<file path="config.mk">
export PLATFORM = sky130hd
export DESIGN_NAME = min_frame_loader
export DESIGN_NICKNAME = d
export VERILOG_FILES = /design/src/rtl/min_frame_loader_pkg.sv /design/src/rtl/min_frame_loader_bank.sv /design/src/rtl/min_frame_loader.sv
export SDC_FILE = /design/constraint.sdc
export NUM_CORES = 1
export LEC_CHECK = 0
export BUFFER_PORTS_ARGS = -buffer_cell sky130_fd_sc_hd__buf_2
export CORE_ASPECT_RATIO = 1.25
export CORE_MARGIN = 2
export CORE_UTILIZATION = 40
export CTS_BUF_LIST = sky130_fd_sc_hd__clkbuf_16
export DETAILED_ROUTE_END_ITERATION = 8
export HOLD_SLACK_MARGIN = 0.1
export PLACE_DENSITY_LB_ADDON = 0.3
export SYNTH_ARGS = -nofsm -noshare
export SYNTH_HDL_FRONTEND = slang
export SYNTH_SLANG_ARGS = --single-unit
export TNS_END_PERCENT = 100
</file>
<file path="constraint.sdc">
create_clock -name clk_i -period 1.8 [get_ports clk_i]
set_input_delay 0.45 -clock clk_i [delete_from_list [all_inputs] [get_ports clk_i]]
set_output_delay 0.45 -clock clk_i [all_outputs]
set_load 0.05 [all_outputs]
</file>
<file path="src/rtl/min_frame_loader_pkg.sv">
// Shared types and sizes for the min_finder frame loader.
// Frame geometry matches the ten 4-bit inputs of min_finder.
package min_pkg;

    localparam int N_NUMBER = 10;
    localparam int N_BIT    = 4;
    localparam int CNT_W    = 4;

    typedef logic [N_BIT-1:0] sample_t;
    typedef sample_t [N_NUMBER-1:0] frame_t;

    typedef enum logic [1:0] {
        EMPTY,
        FILLING,
        FULL
    } bank_state_e;

endpackage

</file>
<file path="src/rtl/min_frame_loader_bank.sv">
// One frame-sized register bank, written one sample at a time.
// The whole bank is visible in parallel as a flattened frame.
module frame_bank
    import min_pkg::*;
#(
    parameter int NUM  = min_pkg::N_NUMBER,
    parameter int BITS = min_pkg::N_BIT
) (
    input  logic                clk_i,
    input  logic                rst_i,
    input  logic                we_i,
    input  logic [CNT_W-1:0]    idx_i,
    input  logic [BITS-1:0]     data_i,
    output logic [NUM*BITS-1:0] frame_o
);

    logic [BITS-1:0] mem [NUM];

    always_ff @(posedge clk_i) begin
        if (rst_i) begin
            for (int k = 0; k < NUM; k++) begin
                mem[k] <= '0;
            end
        end else begin
            for (int k = 0; k < NUM; k++) begin
                if (we_i && idx_i == CNT_W'(k)) begin
                    mem[k] <= data_i;
                end
            end
        end
    end

    for (genvar g = 0; g < NUM; g++) begin : g_flat
        assign frame_o[g*BITS +: BITS] = mem[g];
    end

endmodule

</file>
<file path="src/rtl/min_frame_loader.sv">
// Ping-pong frame loader: serial samples in, whole frames out.
// One bank fills while the other is presented to the consumer.
module min_frame_loader
    import min_pkg::*;
#(
    parameter int NUM  = min_pkg::N_NUMBER,
    parameter int BITS = min_pkg::N_BIT
) (
    input  logic                clk_i,
    input  logic                rst_i,
    input  logic [BITS-1:0]     data_i,
    input  logic                valid_i,
    output logic                ready_o,
    input  logic                flush_i,
    output logic [NUM*BITS-1:0] frame_o,
    output logic                frame_valid_o,
    input  logic                frame_ready_i,
    output logic [CNT_W-1:0]    fill_cnt_o
);

    logic [1:0]       bank_full;
    logic             wr_sel;
    logic             rd_sel;
    logic [CNT_W-1:0] wr_cnt;

    logic [NUM*BITS-1:0] bank_frame [2];
    logic                accept;
    logic                take;
    logic                last;

    bank_state_e bank_state [2];

    assign ready_o       = !bank_full[wr_sel];
    assign frame_valid_o = bank_full[rd_sel];
    assign frame_o       = bank_frame[rd_sel];
    assign fill_cnt_o    = wr_cnt;

    assign accept = valid_i && ready_o && !flush_i;
    assign take   = frame_valid_o && frame_ready_i;
    assign last   = (wr_cnt == CNT_W'(NUM - 1));

    for (genvar b = 0; b < 2; b++) begin : g_bank
        frame_bank #(
            .NUM  (NUM),
            .BITS (BITS)
        ) u_bank (
            .clk_i   (clk_i),
            .rst_i   (rst_i),
            .we_i    (accept && (wr_sel == 1'(b))),
            .idx_i   (wr_cnt),
            .data_i  (data_i),
            .frame_o (bank_frame[b])
        );
    end

    // Take and completion always hit different banks, so both may land.
    always_ff @(posedge clk_i) begin
        if (rst_i) begin
            bank_full <= 2'b00;
            wr_sel    <= 1'b0;
            rd_sel    <= 1'b0;
            wr_cnt    <= '0;
        end else begin
            if (flush_i) begin
                wr_cnt <= '0;
            end else if (accept) begin
                if (last) begin
                    bank_full[wr_sel] <= 1'b1;
                    wr_cnt            <= '0;
                    wr_sel            <= !wr_sel;
                end else begin
                    wr_cnt <= wr_cnt + 1'b1;
                end
            end
            if (take) begin
                bank_full[rd_sel] <= 1'b0;
                rd_sel            <= !rd_sel;
            end
        end
    end

    always_comb begin
        for (int b = 0; b < 2; b++) begin
            bank_state[b] = EMPTY;
            if (bank_full[b]) begin
                bank_state[b] = FULL;
            end else if (wr_sel == 1'(b) && wr_cnt != '0) begin
                bank_state[b] = FILLING;
            end
        end
    end

    a_no_write_full : assert property (
        @(posedge clk_i) disable iff (rst_i)
        accept |-> bank_state[wr_sel] != FULL
    );

    a_take_full : assert property (
        @(posedge clk_i) disable iff (rst_i)
        take |-> bank_state[rd_sel] == FULL
    );

endmodule

</file>
==> results.md, run 1 <==
* Outcome: finished with violations
* Failing checks: setup timing
* I/O pin total at 55
* Final worst path period share at 105%
* Register area share after synthesis at 61.3%
* Drt pass-1 iters at 5
* Final Power at 4.60 mW
* Final setup fails at 41
* Dpl ws at 0.0786 ns
* Largest area contributor in the netlist: edfxtp_1
* Fin util at 52.7%
* Leak at 2.40 nW
* Largest net degree at the start of global routing at 21
* Syn Nets at 320
* Layout cells sized above 1 at 39.8%
* Slew Viols, Final at 0
* Min Tclk post-route at 1.89 ns
* Share of the synthesized area in the top cell type at 57.5%
* I/O Buffers at 54
* CP Buf/Inv Count at 2
* Worst Path Max Fanout at 17
* Vias per cell at 5.35
* Num CTS Buffers at 9
* Initial DRC count at 139
* TritonCTS clock tree: built
* Tot GR Track Use at 16.8%
* Final Hold Vio Count at 0
* Startpoint Class: flip-flop
* Die Wd at 95.4 um
* Post-place instance area at 4720 um2
* Largest cells by area after synthesis: edfxtp_1, mux2_2, and3_1, dfxtp_1, a21o_1
* Setup TNS at -2.89 ns
* Crit-path max cell delay at 0.40 ns
* Die Area at 11300 um2
* Area delta synth->final at 28.1%
* Worst path top cell family by delay: flip-flops
* RSZ-0062 raised after global routing: yes
* Clock skew at 0.00691 ns
* Max transition margin at 67.6%
* Mean area per synthesized cell at 13.4 um2
* Clock sink total at 88
* Chip height at 118 um
* Endpoint class of the critical path: output pin
* Initial antenna violation count at 0
* Routed wire per std cell at 18.0 um
* Worst-path cell chain: buf_12 -> mux2_2 -> buf_6
* Number of H-tree levels at 3
* Num rows at 41
* Root Buffer: clkbuf_16
* Hold Buf Count CTS at 0
* Clk buf depth at 2
* Antenna cells at 0
* Syn Std Cell Area at 4180 um2
* Post-Syn Instances at 311
* Latest clock arrival within the worst-skew pair at 0.33 ns
* Vias in the first global route at 2665
* Fmax at 0.528 GHz
* Nets@finish at 381
* Fillers at 874
* Max IR drop VDD at 491 uV
* Worst-Margin Slew at 0.485 ns
* Initial core utilization at 41.1%
* Antenna Nets Post-Route at 0
* Req. time, crit path at 1.35 ns
* Setup CP Type: flip-flop to output pin
* # DRC at 0
* Hold WC Path Type: primary input to flip-flop
* Core area at 10200 um2
* Via count at 2709
* Design area at 5350 um2
* First-pass GRT wire length at 14.2 mm
* DRT Wirelength at 9.09 mm
* Synth warn at 0
* Total gr overflow at 0
* Setup WS post-layout at -0.0925 ns
* Unique cell type count in the Yosys netlist at 37
* Placed wire-length estimate at 5.89 mm
* Reg clk slew, reported paths at 0.06 ns
* Max-cap violations at 0
* Routability-driven placement congestion ratio at 0.752
* Slowest CP cell: dfxtp_4
* Power density cells at 860 nW/um2
* Crit path arrival time at 1.44 ns
* Flops & latches, synth at 88
metal layers:
layer | up-vias | routed length (um) | part of all wire (%) | global-route usage, %
li1 | 1309 | - | - | -
met1 | 1327 | 3790 | 42 | 21.5
met2 | 71 | 4790 | 53 | 28.3
met3 | 2 | 475 | 5.2 | 3.31
met4 | 0 | 31 | 0.34 | 5.36
met5 | - | 0 | 0 | 0
cells by family (layout without fill, tap and decap cells):
logic type      after synthesis  in the layout  synth area share [%]
compound gates               34             34                  5.84
buf+inv                      33             99                  3.05
flops                        88             88                  61.3
simple gates                114            114                  18.4
mux                          42             42                  11.4
registers in the layout, summed over array words and instances (netlist names):
| register | cells |
|---|---|
| g_bank.u_bank.mem | 80 |
| fill_cnt_o | 4 |
| bank_full | 2 |
| rd_sel | 1 |
| wr_sel | 1 |
cell usage after synthesis, drive strengths merged:
master,n
nand2b,5
and4bb,1
a41o,2
nand4,2
or3,1
inv,5
nor2,4
a211oi,1
and2,8
nor2b,1
clkbuf,20
edfxtp,80
dfxtp,8
nor3,4
a21oi,6
and3,72
nand3b,1
nand2,3
a21o,18
o31ai,2
buf,8
nor4,3
nor4b,2
o21ai,3
a311oi,1
nand4bb,1
or2,1
o21bai,1
nor3b,2
mux2,42
or4,3
worst reg2reg max path: cells and delay by family, from the launching register on:
kind	cells	cell delay (ns)
flip-flops	1	0.39
AND/OR/NAND/NOR	2	0.64
AO/OA/AOI/OAI	1	0.27
through the flow:
step	hold slack [ns]	instances
global placement	0.551	489
floorplan	0.509	311
global route	0.378	506
finish	0.368	506
CTS	0.353	506
detailed placement	0.565	489
layout by cell type, fill, tap and decap left out, types with 4 or more instances in the layout:
cell type,netlist,layout
edfxtp_1,80,80
and3_1,72,72
buf_6,0,32
buf_4,0,31
mux2_2,41,24
mux2_4,1,18
a21o_1,18,18
buf_2,3,12
clkbuf_16,0,9
and2_1,8,8
inv_1,5,7
a21oi_1,6,6
nand2b_1,5,5
nor2_1,4,4
dfxtp_2,0,4
report_power, final:
part,switching [mW],internal [mW]
logic,0.266,0.136
registers,0.0244,2.29
clock network,0.703,1.19
total,0.993,3.61
repair_timing:
| item | in CTS | in global routing |
|---|---|---|
| gates cloned | 1 | 0 |
| buffers inserted | 0 | 0 |
| endpoints found under the setup margin | 42 | 42 |
| gates resized for setup | 87 | 11 |
worst paths after layout:
check / to / start / cells past startpoint / slack, ns
worst min register to register: bank_full[1]$_SDFF_PP0_ / bank_full[1]$_SDFF_PP0_ / 2 / 0.54
worst min-delay path: rd_sel$_SDFFE_PP0N_ / frame_ready_i / 2 / 0.37
worst max register to register: g_bank[0].u_bank.mem[0][20]$_SDFFCE_PN0P_ / fill_cnt_o[3]$_SDFFE_PP0N_ / 3 / 0.20
worst max-delay path: frame_o[2] / rd_sel$_SDFFE_PP0N_ / 3 / -0.09
cell type report:
cell class	instances	area [um2]	area share (%)
inverters	5	18.8	0.351
clock buffers	9	225	4.21
well taps	129	161	3.02
flip-flops and latches	88	2570	48.1
multi-input cells	190	1580	29.5
repair buffers	78	716	13.4
clock inverters	7	78.8	1.47
Note: power is estimated with default switching activity, not from simulation.
==> run 2, diff against run 1 <==
RECOVER_POWER = 100   (was default)
==> run 2 against run 1 <==
Effect of this change: the flow still finishes with violations (setup timing); register-to-register slack got worse by 0.18 ns; final area fell by 1.7%; critical path depth did not move; global-route usage did not move; wire length rose by 0.43%; cell count did not move; sequential cell count did not move; sequential share of layout area rose by 0.79 points; combinational power fell by 1%; largest cell class unchanged.
==> results.md, run 2 (synthesis gave the netlist of run 1 again) <==
* Outcome: finished with violations (unchanged)
* Failing checks: setup timing (unchanged)
* Num rows at 41 (unchanged)
* Power density cells at 875 nW/um2 (was 860 nW/um2)
* Commonest non-fill, non-tap cell in the layout: edfxtp_1 (unchanged)
* Latest clock arrival within the worst-skew pair at 0.34 ns (was 0.33 ns)
* Global routing met2 resource utilization at 28.3% (unchanged)
* Initial DRC count at 135 (was 139)
* Via count at 2695 (was 2709)
* Final Hold Vio Count at 0 (unchanged)
* Clock sink total at 88 (unchanged)
* Endpoint class of the critical path: output pin (unchanged)
* Dpl ws at 0.0786 ns (unchanged)
* Worst Path Max Fanout at 17 (unchanged)
* Max IR drop VDD at 490 uV (was 491 uV)
* Req. time, crit path at 1.35 ns (about the same)
* Min Tclk post-route at 1.89 ns (about the same)
* First-pass GRT wire length at 14.2 mm (unchanged)
* RR Endpoint: g_bank[0].u_bank.mem[0][31]$_SDFFCE_PN0P_ (was g_bank[0].u_bank.mem[0][20]$_SDFFCE_PN0P_)
* Routing usage on met3 at 3.31% (unchanged)
* Max-cap violations at 0 (unchanged)
* Slew Viols, Final at 0 (unchanged)
* Hold Path Sink: rd_sel$_SDFFE_PP0N_ (unchanged)
* Tot GR Track Use at 16.8% (unchanged)
* Num CTS Buffers at 9 (unchanged)
* Die Area at 11300 um2 (unchanged)
* Chip height at 118 um (unchanged)
* Initial antenna violation count at 0 (unchanged)
* Hold WC Path Type: primary input to flip-flop (unchanged)
* NetSw at 1.00 mW (was 0.993 mW)
* Final setup fails at 42 (was 41)
* Reg2Reg Setup Slack at 0.02 ns (was 0.20 ns)
* Comb pwr share at 8.6% (was 8.7%)
* Layout cells sized above 1 at 35.3% (was 39.8%)
* Worst r2r src: wr_sel$_SDFFE_PP0P_ (was fill_cnt_o[3]$_SDFFE_PP0N_)
* # DRC at 0 (unchanged)
* Antenna Nets Post-Route at 0 (unchanged)
* Sw Share at 21.7% (was 21.6%)
* Total placed cells including tap cells at 489 (unchanged)
* Pint at 3.61 mW (about the same)
* Total gr overflow at 0 (unchanged)
* Drt pass-1 iters at 4 (was 5)
* Number of H-tree levels at 3 (unchanged)
* Antenna cells at 0 (unchanged)
* Routed wire per std cell at 18.0 um (about the same)
* Sequential Power Share at 50.1% (was 50.2%)
* Busiest grt layer: met2 (unchanged)
* Leak at 2.34 nW (was 2.40 nW)
* Die Wd at 95.4 um (unchanged)
* Nets@finish at 381 (unchanged)
* Reg clk slew, reported paths at 0.06 ns (about the same)
* Routability-driven placement congestion ratio at 0.752 (unchanged)
* Hold Startpoint: frame_ready_i (unchanged)
* I/O pin total at 55 (unchanged)
* Setup bufs post-CTS at 0 (unchanged)
* Clk network pwr share at 41.3% (was 41.1%)
* Startpoint Class: flip-flop (unchanged)
* Core area at 10200 um2 (unchanged)
* Commonest cells after routing, fill and taps aside: edfxtp_1, and3_1, buf_6 (unchanged)
* Placed wire-length estimate at 5.89 mm (unchanged)
* Root Buffer: clkbuf_16 (unchanged)
* Hold Buf Count CTS at 0 (unchanged)
* Largest net degree at the start of global routing at 21 (unchanged)
* I/O Buffers at 54 (unchanged)
* Area delta synth->final at 26.0% (was 28.1%)
* GR Util met1 at 21.5% (unchanged)
* Fillers at 894 (was 874)
* Final std cells w/o fill at 506 (unchanged)
* Clock skew at 0.00844 ns (was 0.00691 ns)
* Final worst path period share at 105% (about the same)
* Vias in the first global route at 2665 (unchanged)
* Most flops, register: g_bank.u_bank.mem (unchanged)
* Crit path arrival time at 1.44 ns (about the same)
* Vias per cell at 5.33 (was 5.35)
* TritonCTS clock tree: built (unchanged)
* Clk buf depth at 2 (unchanged)
* DRT Wirelength at 9.13 mm (was 9.09 mm)
* WHS at 0.365 ns (was 0.368 ns)
* Worst-Margin Slew at 0.607 ns (was 0.485 ns)
* Fmax at 0.528 GHz (about the same)
* Fin util at 51.8% (was 52.7%)
* Largest register FFs at 80 (unchanged)
* Initial core utilization at 41.1% (unchanged)
* Max transition margin at 59.0% (was 67.6%)
* Reg2Reg Depth at 3 (unchanged)
* Setup CP Type: flip-flop to output pin (unchanged)
* Setup WS post-layout at -0.0924 ns (was -0.0925 ns)
* RSZ-0062 raised after global routing: yes (unchanged)
* Hold path cells at 2 (unchanged)
==> run 2: cell types whose count changed in the layout (fill, tap and decap cells not counted), moves of 4 or more <==
cell | previous run | this run
and2_0 | 0 | 6
and2_1 | 8 | 2
buf_4 | 31 | 19
clkbuf_1 | 0 | 9
buf_2 | 12 | 8
clkbuf_2 | 0 | 6
==> run 2: area by class of cell <==
class                   instances  area [um2]  area share, %
flip-flops and latches         88        2570           48.9
multi-input cells             190        1530           29.0
repair buffers                 78         677           12.9
clock buffers                   9         225           4.28
well taps                     129         161           3.07
clock inverters                 7        78.8           1.50
inverters                       5        18.8          0.357
==> run 2: critical path, stage by stage, from the launching register on <==
cell and delay [ns]:
dfxtp_4 0.40, buf_12 0.18, mux2_2 0.36, buf_6 0.15
==> run 2: timing repair <==
action	in CTS	in global routing
gates cloned	1	0
resized for setup	87	11
endpoints found under the setup margin	42	42
==> run 2: metrics by stage <==
step	total power, mW	cell area (um2)	setup TNS [ns]
final	4.61	5260	-2.99
after floorplan	2.60	4210	0
after CTS	4.63	5310	-3.73
after global routing	4.73	5260	-6.27
after global placement	2.70	4720	0
after detailed placement	2.71	4720	0
==> run 2: worst max path at each step <==
stage / start / to / slack, ns
2_1_floorplan: fill_cnt_o[3]$_SDFFE_PP0N_ / g_bank[1].u_bank.mem[0][36]$_SDFFCE_PN0P_ / 0.06
3_3_place_gp: flush_i / g_bank[0].u_bank.mem[0][18]$_SDFFCE_PN0P_ / 0.12
3_5_place_dp: flush_i / g_bank[0].u_bank.mem[0][11]$_SDFFCE_PN0P_ / 0.08
4_1_cts: rd_sel$_SDFFE_PP0N_ / frame_o[20] / -0.12
5_1_grt: rd_sel$_SDFFE_PP0N_ / frame_o[31] / -0.12
6_report: rd_sel$_SDFFE_PP0N_ / frame_o[7] / -0.09
==> run 2: layer usage <==
layer / vias up / routed length [um]
li1: 1311 / -
met1: 1312 / 3900
met2: 61 / 4740
met3: 11 / 339
met4: 0 / 152
met5: - / 0
==> run 2: power groups by stage <==
stage / clock (mW) / combinational, mW / sequential (mW)
4_1_cts: 1.92 / 0.400 / 2.31
3_3_place_gp: 0 / 0.346 / 2.35
3_5_place_dp: 0 / 0.350 / 2.36
2_1_floorplan: 0 / 0.259 / 2.35
5_1_grt: 1.99 / 0.418 / 2.32
6_report: 1.90 / 0.396 / 2.31
